[config.mk]
export PLATFORM = sky130hd
export DESIGN_NAME = wshb_mire_writer
export DESIGN_NICKNAME = d
export VERILOG_FILES = /design/src/rtl/video_pkg.sv /design/src/rtl/mire_pattern.sv /design/src/rtl/wshb_mire_writer.sv
export SDC_FILE = /design/constraint.sdc
export NUM_CORES = 1
export LEC_CHECK = 0
export BUFFER_PORTS_ARGS = -buffer_cell sky130_fd_sc_hd__buf_2
export CAP_MARGIN = 20
export CORE_MARGIN = 2
export CORE_UTILIZATION = 49
export DETAILED_ROUTE_END_ITERATION = 7
export GPL_ROUTABILITY_DRIVEN = 0
export PLACE_DENSITY = 0.73
export SLEW_MARGIN = 20
export SYNTH_ARGS = -nofsm -noshare
export SYNTH_HDL_FRONTEND = slang
export SYNTH_HIERARCHICAL = 1
export SYNTH_SLANG_ARGS = --single-unit
[constraint.sdc]
create_clock -name wshb_clk -period 7.1 [get_ports wshb_clk]
set_input_delay 0.355 -clock wshb_clk [delete_from_list [all_inputs] [get_ports wshb_clk]]
set_output_delay 0.355 -clock wshb_clk [all_outputs]
set_load 0.02 [all_outputs]
[src/rtl/video_pkg.sv]
// Shared video timing defaults, grid constants and the writer FSM state type.
package video_pkg;

  localparam int          HDISP_DEF  = 800;
  localparam int          VDISP_DEF  = 480;
  localparam int          GRID_STEP  = 16;
  localparam logic [23:0] GRID_COLOR = 24'hFF_FFFF;

  typedef enum logic [1:0] {
    ST_IDLE,
    ST_WRITE,
    ST_RELEASE
  } state_t;

  // Non-grid pixels carry their own coordinates so a dump is easy to read back.
  function automatic logic [23:0] plain_color(input logic [7:0] x8, input logic [7:0] y8);
    return {x8, y8, 8'h40};
  endfunction

endpackage

[src/rtl/mire_pattern.sv]
// Combinational test-pattern generator: (x, y, shift) -> 24-bit RGB of the moving grid.
module mire_pattern
  import video_pkg::*;
#(
  parameter int XW = 10,
  parameter int YW = 9
) (
  input  logic [XW-1:0] x_i,
  input  logic [YW-1:0] y_i,
  input  logic [3:0]    s_i,
  output logic [23:0]   rgb_o
);

  logic [3:0] dx;
  logic       grid;

  // Grid step is 16, so "mod 16" is plain 4-bit truncation of the operands.
  always_comb begin
    dx    = 4'(x_i) - s_i;
    grid  = (dx == 4'd0) || (4'(y_i) == 4'd0);
    rgb_o = grid ? GRID_COLOR : plain_color(8'(x_i), 8'(y_i));
  end

endmodule

[src/rtl/wshb_mire_writer.sv]
// Wishbone write master filling the frame buffer with the grid pattern, one word per pixel,
// releasing the bus for one cycle after every BURST acked writes.
module wshb_mire_writer
  import video_pkg::*;
#(
  parameter int HDISP = HDISP_DEF,
  parameter int VDISP = VDISP_DEF,
  parameter int BURST = 64
) (
  input  logic        wshb_clk,
  input  logic        wshb_rst,
  input  logic        enable,
  output logic        wshb_cyc,
  output logic        wshb_stb,
  output logic        wshb_we,
  output logic [31:0] wshb_adr,
  output logic [31:0] wshb_dat_ms,
  output logic [3:0]  wshb_sel,
  output logic [2:0]  wshb_cti,
  output logic [1:0]  wshb_bte,
  input  logic        wshb_ack,
  output logic        frame_done,
  output logic [7:0]  frame_cnt
);

  localparam int XW = (HDISP > 1) ? $clog2(HDISP) : 1;
  localparam int YW = (VDISP > 1) ? $clog2(VDISP) : 1;
  localparam int BW = $clog2(BURST + 1);

  localparam logic [XW-1:0] X_LAST     = XW'(HDISP - 1);
  localparam logic [YW-1:0] Y_LAST     = YW'(VDISP - 1);
  localparam logic [BW-1:0] BURST_LAST = BW'(BURST - 1);

  state_t        state_q, state_d;
  logic [XW-1:0] x_q, x_d;
  logic [YW-1:0] y_q, y_d;
  logic [31:0]   adr_q, adr_d;
  logic [31:0]   dat_q;
  logic [BW-1:0] burst_q, burst_d;
  logic [7:0]    frame_cnt_q, frame_cnt_d;
  logic          frame_done_q, frame_done_d;
  logic          ack_ok;
  logic          last_pix;
  logic [23:0]   rgb_d;

  always_comb begin
    state_d      = state_q;
    x_d          = x_q;
    y_d          = y_q;
    adr_d        = adr_q;
    burst_d      = burst_q;
    frame_cnt_d  = frame_cnt_q;
    frame_done_d = 1'b0;
    ack_ok       = (state_q == ST_WRITE) && wshb_ack;
    last_pix     = (x_q == X_LAST) && (y_q == Y_LAST);

    case (state_q)
      ST_IDLE: begin
        if (enable) state_d = ST_WRITE;
      end
      ST_WRITE: begin
        if (ack_ok) begin
          if (x_q == X_LAST) begin
            x_d = '0;
            y_d = (y_q == Y_LAST) ? '0 : y_q + 1'b1;
          end else begin
            x_d = x_q + 1'b1;
          end
          // Frame end takes priority over a coinciding burst boundary.
          if (last_pix) begin
            adr_d        = '0;
            burst_d      = '0;
            frame_done_d = 1'b1;
            frame_cnt_d  = frame_cnt_q + 8'd1;
            state_d      = enable ? ST_RELEASE : ST_IDLE;
          end else begin
            adr_d = adr_q + 32'd4;
            if (burst_q == BURST_LAST) begin
              burst_d = '0;
              state_d = ST_RELEASE;
            end else begin
              burst_d = burst_q + 1'b1;
            end
          end
        end
      end
      ST_RELEASE: begin
        state_d = ST_WRITE;
      end
      default: begin
        state_d = ST_IDLE;
      end
    endcase
  end

  // Pattern is evaluated on next-state coordinates and shift, so the data for the
  // first pixel of a new frame already uses the incremented frame count.
  mire_pattern #(
    .XW(XW),
    .YW(YW)
  ) u_pattern (
    .x_i  (x_d),
    .y_i  (y_d),
    .s_i  (frame_cnt_d[3:0]),
    .rgb_o(rgb_d)
  );

  always_ff @(posedge wshb_clk) begin
    if (wshb_rst) begin
      state_q      <= ST_IDLE;
      x_q          <= '0;
      y_q          <= '0;
      adr_q        <= '0;
      dat_q        <= '0;
      burst_q      <= '0;
      frame_cnt_q  <= '0;
      frame_done_q <= 1'b0;
    end else begin
      state_q      <= state_d;
      x_q          <= x_d;
      y_q          <= y_d;
      adr_q        <= adr_d;
      dat_q        <= {8'h00, rgb_d};
      burst_q      <= burst_d;
      frame_cnt_q  <= frame_cnt_d;
      frame_done_q <= frame_done_d;
    end
  end

  assign wshb_cyc    = (state_q == ST_WRITE);
  assign wshb_stb    = (state_q == ST_WRITE);
  assign wshb_we     = (state_q == ST_WRITE);
  assign wshb_adr    = adr_q;
  assign wshb_dat_ms = dat_q;
  assign wshb_sel    = 4'b1111;
  assign wshb_cti    = 3'b000;
  assign wshb_bte    = 2'b00;
  assign frame_done  = frame_done_q;
  assign frame_cnt   = frame_cnt_q;

endmodule

### Yosys cells after proc, flatten, opt, wreduce, memory -nomap -nowiden

Cells that the tools add are included.

| word-level totals | value |
|---|---|
| output and inout bits | 85 |
| word-level logic and storage cells | 60 |
| register bits | 101 |
| bits of input ports | 4 |

| operators by class | value |
|---|---|
| $add $sub $neg | 6 |
| reductions and logical operators | 11 |
| mux-type cells | 21 |
| eq/ne operators | 8 |
| bitwise operators | 2 |

Operators with widths:

| kind | count |
|---|---|
| $mux 8 | 5 |
| $add 32x3->32 const B | 1 |
| $mux 32 | 1 |
| $mux 24 | 1 |
| $mux 7 | 2 |
| $mux 4 | 3 |
| $add 10x1->10 const B | 1 |
| $eq 10x10->1 const B | 1 |
| $mux 10 | 1 |
| $mux 2 | 5 |
| $add 9x1->9 const B | 1 |
| $eq 9x9->1 const B | 1 |
| $mux 9 | 1 |
| $reduce_and 3->1 | 3 |
| $add 8x1->8 const B | 1 |
| $logic_not 4->1 | 2 |
| $add 7x1->7 const B | 1 |
| $eq 7x6->1 const B | 1 |
| $pmux 2 s3 | 1 |
| $sub 4x4->4 | 1 |
| $ne 3x1->1 const B | 1 |
| $reduce_or 3->1 | 1 |
| $eq 2x1->1 const B | 1 |
| $eq 2x2->1 const B | 1 |
| 8 further kinds | 10 |

### Logic depth before layout (Yosys ltp)

| logic depth | value |
|---|---|
| depth after elaboration | 9 |
| depth in mapped cells | 15 |
| depth with buffers taken out | 12 |

### Cells and area by module

The synthesis kept the hierarchy.

By module, submodules not included:

| module | cells each | area an instance (sq um) | seq. area each (sq um) | instances |
|---|---|---|---|---|
| wshb_mire_writer | 447 | 4,160.2 | 1,821.7 | 1 |
| mire_pattern | 61 | 449.2 | 0.0 | 1 |

### Worst setup path before layout

No wires, ideal clock.

| path | value |
|---|---|
| path kind | reg2reg |
| from | register x_q[0] |
| to | register dat_q[0], in the netlist wshb_dat_ms[0] |
| buffers on the path | 3 |
| arrival | 2,975 ps |
| clock period less this slack | 3,103 ps |
| setup time | 128 ps |
| data required time | 6,972 ps |
| cell stages (with the launch flop) | 16 |
| slack | 3,997 ps |
| path through | dfxtp_1 ha_1 nand4_4 nor4_4 buf_6 nand3_2 xnor2_2 inv_1 ha_1 a21oi_2 nand2_2 xnor2_2 buf_6 o21bai_2 buf_4 nor2b_1 |

| between the ends | value |
|---|---|
| cells in the longest elaborated chain, start to end | 9 |
| elaborated cells on any way between the ends | 17 |
| classes of those cells | 2 x add/sub; 1 x eq/ne; 10 x mux; 4 x reduce/logical |

RTL lines:

| what | line | source |
|---|---|---|
| start: declaration | wshb_mire_writer.sv:35 | `logic [XW-1:0] x_q, x_d;` |
| start signal: assignment | wshb_mire_writer.sv:111 | `x_q <= '0;` |
| start signal: assignment | wshb_mire_writer.sv:120 | `x_q <= x_d;` |
| $eq 10x10->1 | wshb_mire_writer.sv:55 | `last_pix = (x_q == X_LAST) && (y_q == Y_LAST);` |
| $logic_and 1x1->1 | wshb_mire_writer.sv:55 |  |
| $mux 4 | wshb_mire_writer.sv:70 | `if (last_pix) begin` |
| $mux 4 | wshb_mire_writer.sv:62 | `if (ack_ok) begin` |
| $mux 4 | wshb_mire_writer.sv:57 | `case (state_q)` |
| via frame_cnt_d[2] | wshb_mire_writer.sv:40 | `logic [7:0] frame_cnt_q, frame_cnt_d;` |
| $sub 4x4->4 | mire_pattern.sv:19 | `dx = 4'(x_i) - s_i;` |
| $logic_not 4->1 | mire_pattern.sv:20 | `grid = (dx == 4'd0) \|\| (4'(y_i) == 4'd0);` |
| $logic_or 1x1->1 | mire_pattern.sv:20 |  |
| via u_pattern.grid | mire_pattern.sv:15 | `logic grid;` |
| $mux 24 | mire_pattern.sv:21 | `rgb_o = grid ? GRID_COLOR : plain_color(8'(x_i), 8'(y_i));` |
| via rgb_d[0] | wshb_mire_writer.sv:44 | `logic [23:0] rgb_d;` |
| end signal: assignment | wshb_mire_writer.sv:123 | `dat_q <= {8'h00, rgb_d};` |
| end: declaration | wshb_mire_writer.sv:38 | `logic [31:0] dat_q;` |

The timed path passes the listed nets, and every way through them passes these cells.
A chain may end at the register's enable or synchronous reset.

### Worst setup path after layout

| path | value |
|---|---|
| from | register x_q[0] |
| to | register dat_q[7], in the netlist wshb_dat_ms[7] |

| between the ends | value |
|---|---|
| cells in the longest elaborated chain, start to end | 9 |
| elaborated cells on any way between the ends | 17 |
| classes of those cells | 2 x add/sub; 1 x eq/ne; 10 x mux; 4 x reduce/logical |

RTL lines:

| what | line |
|---|---|
| $eq 10x10->1 | wshb_mire_writer.sv:55 |
| $logic_and 1x1->1 | wshb_mire_writer.sv:55 |
| $mux 4 | wshb_mire_writer.sv:70 |
| $mux 4 | wshb_mire_writer.sv:62 |
| $mux 4 | wshb_mire_writer.sv:57 |
| via frame_cnt_d[1] | wshb_mire_writer.sv:40 |
| $sub 4x4->4 | mire_pattern.sv:19 |
| $logic_not 4->1 | mire_pattern.sv:20 |
| $logic_or 1x1->1 | mire_pattern.sv:20 |
| $mux 24 | mire_pattern.sv:21 |

The timed path passes the listed nets, and every way through them passes these cells.

==> flow_metrics.env <==
export IMPL_antenna_violating_nets_post_route=0
export IMPL_area_growth_pct=8.77
export IMPL_vias=3461
export IMPL_core_area_um2=9200
export IMPL_avgSynthCellArea_um2=9.08
export IMPL_post_route_min_period_ns=3.84
export IMPL_postRouteWirelength_um=8790
export IMPL_grt_start_max_net_pins=44
export IMPL_grt_setup_unrepaired="no"
export IMPL_routedWlPerCell_um=13.0
export IMPL_synthesis_area_um2=4610
export IMPL_grt_first_pass_wirelength_um=14900
export IMPL_p_total_mw=0.892
export IMPL_worst_setup_path_type="reg -> reg"
export IMPL_grt_overflow_total=0
export IMPL_ratio_of_cells_with_drive_above_1_in_the_final_layout=0.232
export IMPL_clockBufferDepth=2
export IMPL_clock_tree_from_tritoncts="built"
export IMPL_antenna_found_initial=0
export IMPL_worstHoldPathCells=2
export IMPL_yosys_warnings=6
export IMPL_hold_class="in -> reg"
export IMPL_post_cts_setup_buffers=0
export IMPL_synthCells=507
export IMPL_numClockSinks=91
export IMPL_crit_path_max_fanout=16
export IMPL_pwr_density_cell_nw_per_um2=178
export IMPL_worstPathArrival_ns=4.06
export IMPL_setup_worst_path_start_class="flop"
export IMPL_hold_viol_final=0
export IMPL_maxSlewViolCount=0
export IMPL_max_cap_viol_count=0
export IMPL_drt_drc_violations_left=0
export IMPL_finalCritPeriodShare=0.541
export IMPL_first_pass_iters=4
export IMPL_total_routing_resource_utilization_after_global_routing=0.183
export IMPL_cts_hold_buf=0
export IMPL_place_inst=659
export IMPL_worst_pin_slew_ns=0.916
export IMPL_worst_slew_margin_rel=0.386
export IMPL_timing_critical_path_to_type="flop"
export IMPL_final_cell_count_no_fill=675
export IMPL_initial_cell_density_of_the_core=0.501
export IMPL_dr_first_iter_drc_count=113
export IMPL_p_leak_nw=2.19
export IMPL_htree_num_levels=3
export IMPL_die_height_um=101
export IMPL_filler_cell_count=882
export IMPL_die_area_um2=10200
export IMPL_ios=89
export IMPL_clk_latency_ns=0.36
export IMPL_port_buffer_count=69
export IMPL_number_of_global_route_vias_before_repair=3238
export IMPL_report_final_setup_viol=0
export IMPL_detailedPlacementHpwl_um=6440
export IMPL_rows=35
export IMPL_clk_pin_slew_worst_paths_ns=0.09
export IMPL_worstRegToRegCells=12
export IMPL_setup_slack_of_the_worst_register_to_register_path_ns=3.26
export IMPL_clock_skew_ns=0.0121
export IMPL_reg2reg_capture_point="wshb_dat_ms[7]$_SDFF_PP0_"
export IMPL_n_antenna_cell=0
export IMPL_maxClockFrequency_mhz=260
export IMPL_clk_root_buffer_cell="sky130_fd_sc_hd__clkbuf_8"
export IMPL_cts_made_buffers=9
export IMPL_fin_nets=571
export IMPL_crit_reg2reg_launch="x_q[0]$_SDFF_PP0_"
export IMPL_startpoint_of_the_worst_hold_path="wshb_ack"
export IMPL_cts_resized_gates=0
export IMPL_final_setup_tns_ns=0
export IMPL_holdPathEnd="state_q[0]$_SDFFE_PP0P_"
export IMPL_outcome="finished, final reports clean"
export IMPL_worst_voltage_drop_across_the_vdd_grid_mv=0.0871
export IMPL_critical_path_required_ns=7.32
export IMPL_die_w_um=101
export IMPL_viasPerCell=5.13
-- per-layer routing --
layer / track usage / share of wire / vias up / routed length (um)
met3: 0.0305 / 0.031 / 13 / 272
li1: - / - / 1774 / -
met5: 0 / 0 / - / 0
met4: 0.0717 / 0.015 / 0 / 131
met1: 0.226 / 0.46 / 1611 / 4050
met2: 0.317 / 0.49 / 63 / 4340
-- worst max-delay path: stages (launching register included) --
cell	delay, ns
sky130_fd_sc_hd__dfxtp_1	0.40
sky130_fd_sc_hd__ha_1	0.26
sky130_fd_sc_hd__nand4_4	0.16
sky130_fd_sc_hd__nor4_4	0.74
sky130_fd_sc_hd__nand2_2	0.18
sky130_fd_sc_hd__mux2_4	0.35
sky130_fd_sc_hd__inv_1	0.07
sky130_fd_sc_hd__ha_1	0.25
sky130_fd_sc_hd__nand3b_1	0.11
sky130_fd_sc_hd__nand2_2	0.08
sky130_fd_sc_hd__xnor2_2	0.74
sky130_fd_sc_hd__o21bai_2	0.18
sky130_fd_sc_hd__nor2b_1	0.18
-- area by class of cell --
cell class	count	area (um^2)	share of cell area
multi-input combinational	376	2490	0.496
sequential	91	1820	0.364
timing repair buffer	70	353	0.0704
tap	111	139	0.0277
clock buffer	10	128	0.0255
clock inverter	6	41.3	0.00824
inverter	11	41.3	0.00824
-- cell usage in the layout (no fill, tap or decap), drive strengths merged, types with 3 or more instances in the layout --
master,count
and2,16
nand3,24
nor2b,26
mux2,3
dfxtp,91
buf,70
ha,8
conb,20
a21oi,14
nor3,10
nand2,42
nor2,66
nor4,10
xnor2,21
or3,7
o21ai,31
xor2,25
inv,12
clkbuf,10
nand4,19
clkinv,5
nand3b,4
and3,10
-- power breakdown --
part / switching, mW / internal, mW / total, mW / leakage, nW
Sequential: 0.00429 / 0.519 / 0.523 / 0.743
Clock: 0.180 / 0.128 / 0.308 / 0.0904
Combinational: 0.0469 / 0.0138 / 0.0606 / 1.35
Total: 0.231 / 0.661 / 0.892 / 2.19
-- per-stage QoR --
| step | hold WS (ns) | instance area (um^2) | setup WS, ns | utilization |
|---|---|---|---|---|
| CTS | 0.248 | 5010 | 3.26 | 0.545 |
| floorplan | 0.432 | 4670 | 4.00 | - |
| global placement | 0.451 | 4840 | 3.46 | 0.526 |
| detailed placement | 0.459 | 4840 | 3.29 | 0.526 |
| finish | 0.255 | 5010 | 3.26 | 0.545 |
| global route | 0.245 | 5010 | 2.96 | 0.545 |
-- flip-flops by register name (all words and copies together), names as in the netlist --
register     cells
frame_cnt        8
state_q          2
x_q             10
y_q              9
burst_q          7
frame_done       1
wshb_dat_ms     24
wshb_adr        30
-- how the worst max path moves through the flow --
stage	from	endpoint	slack [ns]	cells after the start
after floorplan	x_q[0]$_SDFF_PP0_	wshb_dat_ms[0]$_SDFF_PP0_	4.00	15
after global placement	x_q[0]$_SDFF_PP0_	wshb_dat_ms[0]$_SDFF_PP0_	3.46	12
after detailed placement	x_q[0]$_SDFF_PP0_	wshb_dat_ms[7]$_SDFF_PP0_	3.29	12
after CTS	x_q[0]$_SDFF_PP0_	wshb_dat_ms[7]$_SDFF_PP0_	3.26	12
after global routing	x_q[0]$_SDFF_PP0_	wshb_dat_ms[3]$_SDFF_PP0_	2.96	12
final	x_q[0]$_SDFF_PP0_	wshb_dat_ms[7]$_SDFF_PP0_	3.26	12
Note: power is estimated with default switching activity, not from simulation.
